$ cat src/rtl/mem_bus_arbiter.sv
// Round-robin arbiter that shares one single-port memory between the CPU and the loader.
// It allows one transaction in flight and holds the CPU with a stall while its access is pending.
module mem_bus_arbiter #(
  parameter int AW      = 5,
  parameter int DW      = 8,
  parameter int MEM_LAT = 1
) (
  input  logic          clk,
  input  logic          rst_n,
  // Handshake: a requester raises req with we/addr/wdata and holds all of them until it
  // sees a one-cycle gnt. Read data returns later on a one-cycle rvalid pulse.
  input  logic          cpu_req,
  input  logic          cpu_we,
  input  logic [AW-1:0] cpu_addr,
  input  logic [DW-1:0] cpu_wdata,
  output logic          cpu_gnt,
  output logic [DW-1:0] cpu_rdata,
  output logic          cpu_rvalid,
  output logic          cpu_stall,
  input  logic          ldr_req,
  input  logic          ldr_we,
  input  logic [AW-1:0] ldr_addr,
  input  logic [DW-1:0] ldr_wdata,
  input  logic          ldr_lock,
  output logic          ldr_gnt,
  output logic [DW-1:0] ldr_rdata,
  output logic          ldr_rvalid,
  output logic [AW-1:0] mem_addr,
  output logic [DW-1:0] mem_wdata,
  output logic          mem_rd,
  output logic          mem_wr,
  input  logic [DW-1:0] mem_rdata,
  output logic [1:0]    dbg_state
);

  typedef enum logic [1:0] {
    S_IDLE  = 2'd0,
    S_GRANT = 2'd1,
    S_RWAIT = 2'd2,
    S_RESP  = 2'd3
  } state_t;

  localparam logic       OWN_CPU = 1'b0;
  localparam logic       OWN_LDR = 1'b1;
  localparam logic [2:0] LAT     = 3'(MEM_LAT);

  state_t        state_q, state_d;
  logic          owner_q, owner_d;
  logic          last_q, last_d;
  logic          we_q, we_d;
  logic [2:0]    cnt_q, cnt_d;
  logic [AW-1:0] mem_addr_q, mem_addr_d;
  logic [DW-1:0] mem_wdata_q, mem_wdata_d;
  logic          mem_rd_q, mem_rd_d;
  logic          mem_wr_q, mem_wr_d;
  logic          cpu_gnt_q, cpu_gnt_d;
  logic          ldr_gnt_q, ldr_gnt_d;
  logic          cpu_rvalid_q, cpu_rvalid_d;
  logic          ldr_rvalid_q, ldr_rvalid_d;
  logic [DW-1:0] cpu_rdata_q, cpu_rdata_d;
  logic [DW-1:0] ldr_rdata_q, ldr_rdata_d;

  logic          cpu_elig;
  logic          ldr_elig;
  logic          pick_ldr;
  logic          cpu_active;

  assign cpu_elig = cpu_req && !ldr_lock;
  assign ldr_elig = ldr_req;
  // On a tie the requester that was not served last wins.
  assign pick_ldr = ldr_elig && (!cpu_elig || (last_q == OWN_CPU));

  always_ff @(posedge clk or negedge rst_n) begin
    if (!rst_n) begin
      state_q      <= S_IDLE;
      owner_q      <= OWN_CPU;
      last_q       <= OWN_LDR;
      we_q         <= 1'b0;
      cnt_q        <= 3'd0;
      mem_addr_q   <= '0;
      mem_wdata_q  <= '0;
      mem_rd_q     <= 1'b0;
      mem_wr_q     <= 1'b0;
      cpu_gnt_q    <= 1'b0;
      ldr_gnt_q    <= 1'b0;
      cpu_rvalid_q <= 1'b0;
      ldr_rvalid_q <= 1'b0;
      cpu_rdata_q  <= '0;
      ldr_rdata_q  <= '0;
    end else begin
      state_q      <= state_d;
      owner_q      <= owner_d;
      last_q       <= last_d;
      we_q         <= we_d;
      cnt_q        <= cnt_d;
      mem_addr_q   <= mem_addr_d;
      mem_wdata_q  <= mem_wdata_d;
      mem_rd_q     <= mem_rd_d;
      mem_wr_q     <= mem_wr_d;
      cpu_gnt_q    <= cpu_gnt_d;
      ldr_gnt_q    <= ldr_gnt_d;
      cpu_rvalid_q <= cpu_rvalid_d;
      ldr_rvalid_q <= ldr_rvalid_d;
      cpu_rdata_q  <= cpu_rdata_d;
      ldr_rdata_q  <= ldr_rdata_d;
    end
  end

  always_comb begin
    state_d      = state_q;
    owner_d      = owner_q;
    last_d       = last_q;
    we_d         = we_q;
    cnt_d        = cnt_q;
    mem_addr_d   = mem_addr_q;
    mem_wdata_d  = mem_wdata_q;
    mem_rd_d     = 1'b0;
    mem_wr_d     = 1'b0;
    cpu_gnt_d    = 1'b0;
    ldr_gnt_d    = 1'b0;
    cpu_rvalid_d = 1'b0;
    ldr_rvalid_d = 1'b0;
    cpu_rdata_d  = cpu_rdata_q;
    ldr_rdata_d  = ldr_rdata_q;

    case (state_q)
      S_IDLE: begin
        // The GRANT-cycle strobes are computed here so that mem_* and gnt come straight from flops.
        if (cpu_elig || ldr_elig) begin
          owner_d     = pick_ldr;
          last_d      = pick_ldr;
          we_d        = pick_ldr ? ldr_we : cpu_we;
          mem_addr_d  = pick_ldr ? ldr_addr : cpu_addr;
          mem_wdata_d = pick_ldr ? ldr_wdata : cpu_wdata;
          mem_wr_d    = we_d;
          mem_rd_d    = !we_d;
          cpu_gnt_d   = !pick_ldr;
          ldr_gnt_d   = pick_ldr;
          state_d     = S_GRANT;
        end
      end
      S_GRANT: begin
        if (we_q) begin
          state_d = S_IDLE;
        end else begin
          cnt_d   = LAT;
          state_d = S_RWAIT;
        end
      end
      S_RWAIT: begin
        if (cnt_q == 3'd1) begin
          if (owner_q == OWN_LDR) begin
            ldr_rdata_d  = mem_rdata;
            ldr_rvalid_d = 1'b1;
          end else begin
            cpu_rdata_d  = mem_rdata;
            cpu_rvalid_d = 1'b1;
          end
          state_d = S_RESP;
        end else begin
          cnt_d = cnt_q - 3'd1;
        end
      end
      S_RESP: begin
        state_d = S_IDLE;
      end
      default: begin
        state_d = S_IDLE;
      end
    endcase
  end

  // A CPU write releases the stall in its grant cycle; a CPU read holds it until RESP.
  assign cpu_active = (state_q != S_IDLE) && (owner_q == OWN_CPU);
  assign cpu_stall  = cpu_active ? (((state_q == S_GRANT) && !we_q) || (state_q == S_RWAIT))
                                 : cpu_req;

  assign cpu_gnt    = cpu_gnt_q;
  assign ldr_gnt    = ldr_gnt_q;
  assign cpu_rvalid = cpu_rvalid_q;
  assign ldr_rvalid = ldr_rvalid_q;
  assign cpu_rdata  = cpu_rdata_q;
  assign ldr_rdata  = ldr_rdata_q;
  assign mem_addr   = mem_addr_q;
  assign mem_wdata  = mem_wdata_q;
  assign mem_rd     = mem_rd_q;
  assign mem_wr     = mem_wr_q;
  assign dbg_state  = state_q;

endmodule

$ cat config.mk
export PLATFORM = sky130hd
export DESIGN_NAME = mem_bus_arbiter
export DESIGN_NICKNAME = d
export VERILOG_FILES = /design/src/rtl/mem_bus_arbiter.sv
export SDC_FILE = /design/constraint.sdc
export NUM_CORES = 1
export LEC_CHECK = 0
export CELL_PAD_IN_SITES_DETAIL_PLACEMENT = 0
export CELL_PAD_IN_SITES_GLOBAL_PLACEMENT = 1
export CORE_MARGIN = 4
export CORE_UTILIZATION = 32
export DETAILED_ROUTE_END_ITERATION = 6
export PLACE_DENSITY = 0.77
export SYNTH_ARGS = -nofsm -noshare
export SYNTH_HDL_FRONTEND = slang
export SYNTH_SLANG_ARGS = --single-unit
$ cat constraint.sdc
create_clock -name clk -period 2.4 [get_ports clk]
set_clock_uncertainty 0.05 [all_clocks]
set_input_delay 0.72 -clock clk [delete_from_list [all_inputs] [get_ports clk]]
set_output_delay 0.72 -clock clk [all_outputs]
set_load 0.1 [all_outputs]
==> flow_metrics.tcl, run 1 <==
set metrics [dict create \
    worstPathRequired_ns 1.63 \
    synth-edff-count 0 \
    antenna_found_initial 0 \
    synthArstFlopShare_pct 100 \
    worst_pin_slew_ns 0.724 \
    io_pins 79 \
    postCtsHoldBufs 0 \
    drc 0 \
    rr_startpoint "cnt_q[1]" \
    worstPathArrival_ns 1.53 \
    postCtsSetupBuffers 0 \
    max_cap_viol_count 0 \
    post-dp-hpwl_um 3480 \
    synth_compound_area_share_pct 13.8 \
    core.rowCount 27 \
    cts_resized 0 \
    cts_sinks 43 \
    root_buffer "clkbuf_8" \
    synth-xor-area-share_pct 0 \
    synth_area_um2 1870 \
    setup_viol_count_final 0 \
    io_buffers 78 \
    initial_core_util_pct 33.5 \
    synth-seq-cells 43 \
    min_path_type "primary input to async pin" \
    cts_made_buffers 5 \
    r2r-end "ldr_rdata[2]" \
    seq_area_frac_synth_pct 57.7 \
    coreArea_um2 5570 \
    drive_above_1_share_pct 34.1 \
    syn_nets 183 \
    cp_max_fo 12 \
    fin_crit_ns 2.30 \
    min_period_over_period_pct 95.7 \
    antenna_left 0 \
    drt_iter0_drc 42 \
    htreeDepth 2 \
    grt_pass1_vias 1531 \
    worst_skew_pair.late_latency_ns 0.29 \
    cts_buffer_depth 2 \
    reg2reg_slack_ns 0.56 \
    status "finished clean" \
    ys.flop_type "dfrtp_1" \
    grt_usage_pct 13.3 \
    die_h_um 84.4 \
    gp_congestion 0.755 \
    synth_top_area_share_pct 56.3 \
    hold_viol 0 \
    yosysTopAreaCell "dfrtp_1" \
    r2r_cells 5 \
    max_freq_mhz 435 \
    die_area_um2 7120 \
    synth_most_common_cell "dfrtp_1" \
    synth.area.top_cells "dfrtp_1, a221o_1, mux2_4, mux2_2, and3_1" \
    setup_tns_ns 0 \
    syn_area_per_cell_um2 13.3 \
    area_growth_pct 48.3 \
    yosys.area_share.simple_pct 11.9 \
    setup.worst_path.class "flip-flop to primary output" \
    syn-instance-count 140 \
    clk_pin_slew_ns 0.08 \
    vias_per_cell 4.84 \
    synth_top_family_by_area "compound AO/OA/AOI/OAI gates" \
    synth-warning-count 0 \
    start_kind "flip-flop" \
    antenna_cells 0 \
    grt_max_degree 19 \
    die_w_um 84.4 \
    maxSlewHeadroom_pct 51.7 \
    gr-total-overflow 0 \
    wl_per_cell_um 15.3 \
    synth_mux_area_share_pct 11.3 \
    layout.nets 268 \
    whs_ns 0.294 \
    yosys.area_share.adder_pct 1.34 \
    rsz0062_at_grt "false" \
    endpoint_kind "primary output" \
    cts_tree "done" \
    drv_slew 0 \
    grt_pass1_wl_um 7640 \
    drt-pass1-iter-count 4 \
    dr_total_vias 1443 \
    synth_cell_types 34 \
    synth_common_cells "dfrtp_1, and3_1, a221o_1" \
    postRouteWirelength_um 4560 \
]
layout by cell type (no fill, tap or decap), drive strengths merged:
master	n
and3b	1
o21ba	1
clkinvlp	1
and3	14
inv	7
o211ai	1
a221o	13
nor3b	1
o21ai	3
o32a	1
a21oi	6
clkbuf	6
clkdlybuf4s50	38
a21boi	1
mux2	16
dlymetal6s2s	1
nor2	5
dfrtp	42
nor2b	3
a311oi	1
o221ai	1
o31ai	1
ha	2
a2bb2oi	1
or3	1
nand3b	2
dfstp	1
clkinv	1
nand2	1
nand2b	4
nor3	1
a311o	1
and2	1
buf	46
worst max-delay path by stage:
| stage | endpoint | from | slack (ns) | cells past startpoint |
|---|---|---|---|---|
| after floorplan | cpu_stall | dbg_state[0] | 0.14 | 2 |
| after global placement | mem_wr | cpu_req | 0.03 | 4 |
| after detailed placement | mem_wr | cpu_req | 0.003 | 4 |
| after CTS | cpu_stall | cpu_req | 0.04 | 3 |
| after global routing | cpu_stall | flip-flop | 0.03 | 4 |
| final | cpu_stall | flip-flop | 0.10 | 4 |
critical path, cell delays in order, from the launching register on:
cell     delay (ns)
dfrtp_2        0.51
nor2_1         0.27
nor2_1         0.07
o32a_2         0.21
buf_12         0.17
cells by family (layout without fill, tap and decap cells):
group | Yosys count | after routing
flops | 43 | 43
simple gates | 34 | 34
compound gates | 31 | 31
mux | 16 | 16
buf+inv | 14 | 100
fa+ha+maj | 2 | 2
routing by layer:
| layer | global-route usage (%) | wire (um) | vias up |
|---|---|---|---|
| met5 | 0 | 0 | - |
| met4 | 3.45 | 52 | 0 |
| met3 | 4.22 | 420 | 7 |
| met2 | 20.2 | 1890 | 70 |
| met1 | 18.6 | 2200 | 677 |
| li1 | - | - | 689 |
stage by stage:
| stage | setup WS [ns] | util [%] | cell area [um^2] | instances |
|---|---|---|---|---|
| global route | 0.0288 | 49.7 | 2770 | 298 |
| global placement | 0.0252 | 48.1 | 2680 | 290 |
| floorplan | 0.140 | - | 1870 | 140 |
| finish | 0.102 | 49.7 | 2770 | 298 |
| CTS | 0.0417 | 49.7 | 2770 | 298 |
| detailed placement | 0.00313 | 48.1 | 2680 | 290 |
registers in the layout (all words and copies together) (netlist names), 3 cells and up, named ones only:
signal,count
mem_addr,5
ldr_rdata,8
cnt_q,3
cpu_rdata,8
mem_wdata,8
area by class of cell:
| type | count | area, um^2 |
|---|---|---|
| fillers | 524 | 2800 |
| flip-flops and latches | 43 | 1080 |
| repair buffers | 85 | 773 |
| multi-input cells | 83 | 716 |
| well taps | 72 | 90.1 |
| clock buffers | 6 | 72.6 |
| inverters | 7 | 26.3 |
| clock inverters | 2 | 12.5 |
Power of run 1 is left out: the tool's default activity adds up to more than one toggle a clock period on the data nets, which glitch-free logic cannot reach.
==> run 2: changes to the inputs <==
- PLACE_DENSITY: 0.77 -> not set
- PLACE_DENSITY_LB_ADDON: not set -> 0.1
==> run 2 against run 1 <==
Via count grew 1.9%. Fmax grew 1.9%. Flip-flop and latch count is the same. Non-clock buffer count is the same. Final area grew 0.54%. Die area is the same. Hold slack gained 0.034 ns. Register-to-register slack lost 0.03 ns. Critical path depth is the same. Utilization grew 0.27 points. Largest cell class unchanged.
==> flow_metrics.tcl, run 2 (synthesized netlist as in run 1, its figures left out) <==
set metrics [dict create \
    fin_crit_ns 2.25 \
    dr_total_vias 1471 \
    seq_area_um2 1080 \
    antenna_left 0 \
    mostFrequentLayoutCell "buf_4" \
    drc 0 \
    root_buffer "clkbuf_8" \
    clk_pin_slew_ns 0.08 \
    reg2reg_slack_ns 0.53 \
    layout.nets 268 \
    r2r_cells 5 \
    drv_slew 0 \
    min_period_over_period_pct 94.0 \
    fill_cells 516 \
    pre_cts_ws_ns 0.0441 \
    die_h_um 84.4 \
    max_cap_viol_count 0 \
    slowest_delay_ns 0.52 \
    r2r-end "ldr_rdata[5]" \
    use_met3_pct 5.20 \
    htreeDepth 2 \
    path_buf_inv 1 \
    final_area_um2 2790 \
    initial_core_util_pct 33.5 \
    cts_tree "done" \
    grt_max_degree 25 \
    maxSlewHeadroom_pct 62.3 \
    area_growth_pct 49.1 \
    layout_setup_ws_ns 0.145 \
    io_pins 79 \
    rr_startpoint "cnt_q[1]" \
    antenna_cells 0 \
    worst_skew_pair.late_latency_ns 0.29 \
    coreArea_um2 5570 \
    rsz0062_at_grt "false" \
    start_kind "flip-flop" \
    worst_pin_slew_ns 0.565 \
    endpoint_kind "primary output" \
    die_area_um2 7120 \
    grt_pass1_vias 1657 \
    cts_sinks 43 \
    grt_usage_pct 13.9 \
    vias_per_cell 4.94 \
    setup_viol_count_final 0 \
    die_w_um 84.4 \
    hold_viol 0 \
    crit_chain "nor2_2, nor2_1, o32a_2, buf_12" \
    io_buffers 78 \
    min_path_type "primary input to async pin" \
    busiest_layer "met2" \
    grt_pass1_wl_um 8000 \
    setup_tns_ns 0 \
    status "finished clean" \
    worstPathRequired_ns 1.63 \
    slowest_stage "dfrtp_2" \
    drive_above_1_share_pct 34.5 \
    max_freq_mhz 443 \
    multi_input_area_um2 718 \
    final_cell_mix "buf_4, dfrtp_1, clkdlybuf4s50_1, and3_1, a221o_1" \
    cts_buffer_depth 2 \
    gr-total-overflow 0 \
    cts_made_buffers 5 \
    cpLargestDelayFamily "flip-flops" \
    worstPathArrival_ns 1.48 \
    wl_per_cell_um 15.7 \
    cts_resized 0 \
    use_met1_pct 16.2 \
    globalRouteMet2Util_pct 23.5 \
    cp_max_fo 12 \
    drt_iter0_drc 43 \
    antenna_found_initial 0 \
    postCtsHoldBufs 0 \
    layout.cells.non_filler 298 \
    core.rowCount 27 \
    dp.cells 290 \
    drt-pass1-iter-count 4 \
    setup.worst_path.class "flip-flop to primary output" \
    placedInstanceArea_um2 2700 \
    post-dp-hpwl_um 3620 \
    postRouteWirelength_um 4690 \
    postCtsSetupBuffers 0 \
    gp_congestion 0.825 \
]
## run 2: cell counts in the layout (fill, tap and decap cells not counted)
No cell type changed its count.
## run 2: worst max path at each step
stage / from / to / slack, ns / cells after the start
6_report: flip-flop / cpu_stall / 0.15 / 4
5_1_grt: flip-flop / cpu_stall / 0.07 / 4
4_1_cts: cpu_req / cpu_stall / 0.04 / 3
3_5_place_dp: cpu_req / cpu_stall / 0.04 / 3
3_3_place_gp: cpu_req / cpu_stall / 0.06 / 3
2_1_floorplan: dbg_state[0] / cpu_stall / 0.14 / 2
## run 2: per-stage QoR
stage          util (%)  hold WS (ns)
6_report           50.0         0.328
5_1_grt            50.0         0.354
4_1_cts            49.9         0.342
3_5_place_dp       48.4         0.422
3_3_place_gp       48.4         0.411
2_1_floorplan         -         0.374
## run 2: area by class of cell
class	instances	area share, %
Sequential cell	43	38.8
Timing Repair Buffer	85	28.2
Multi-Input combinational cell	83	25.8
Tap cell	72	3.23
Clock buffer	6	2.61
Inverter	7	0.943
Clock inverter	2	0.449
## run 2: routing by layer
layer | vias to the layer above | wire length (um)
met5 | - | 0
met4 | 0 | 93
met3 | 9 | 299
met2 | 46 | 2350
met1 | 732 | 1950
li1 | 684 | -
Power of run 2 is left out for the same reason.
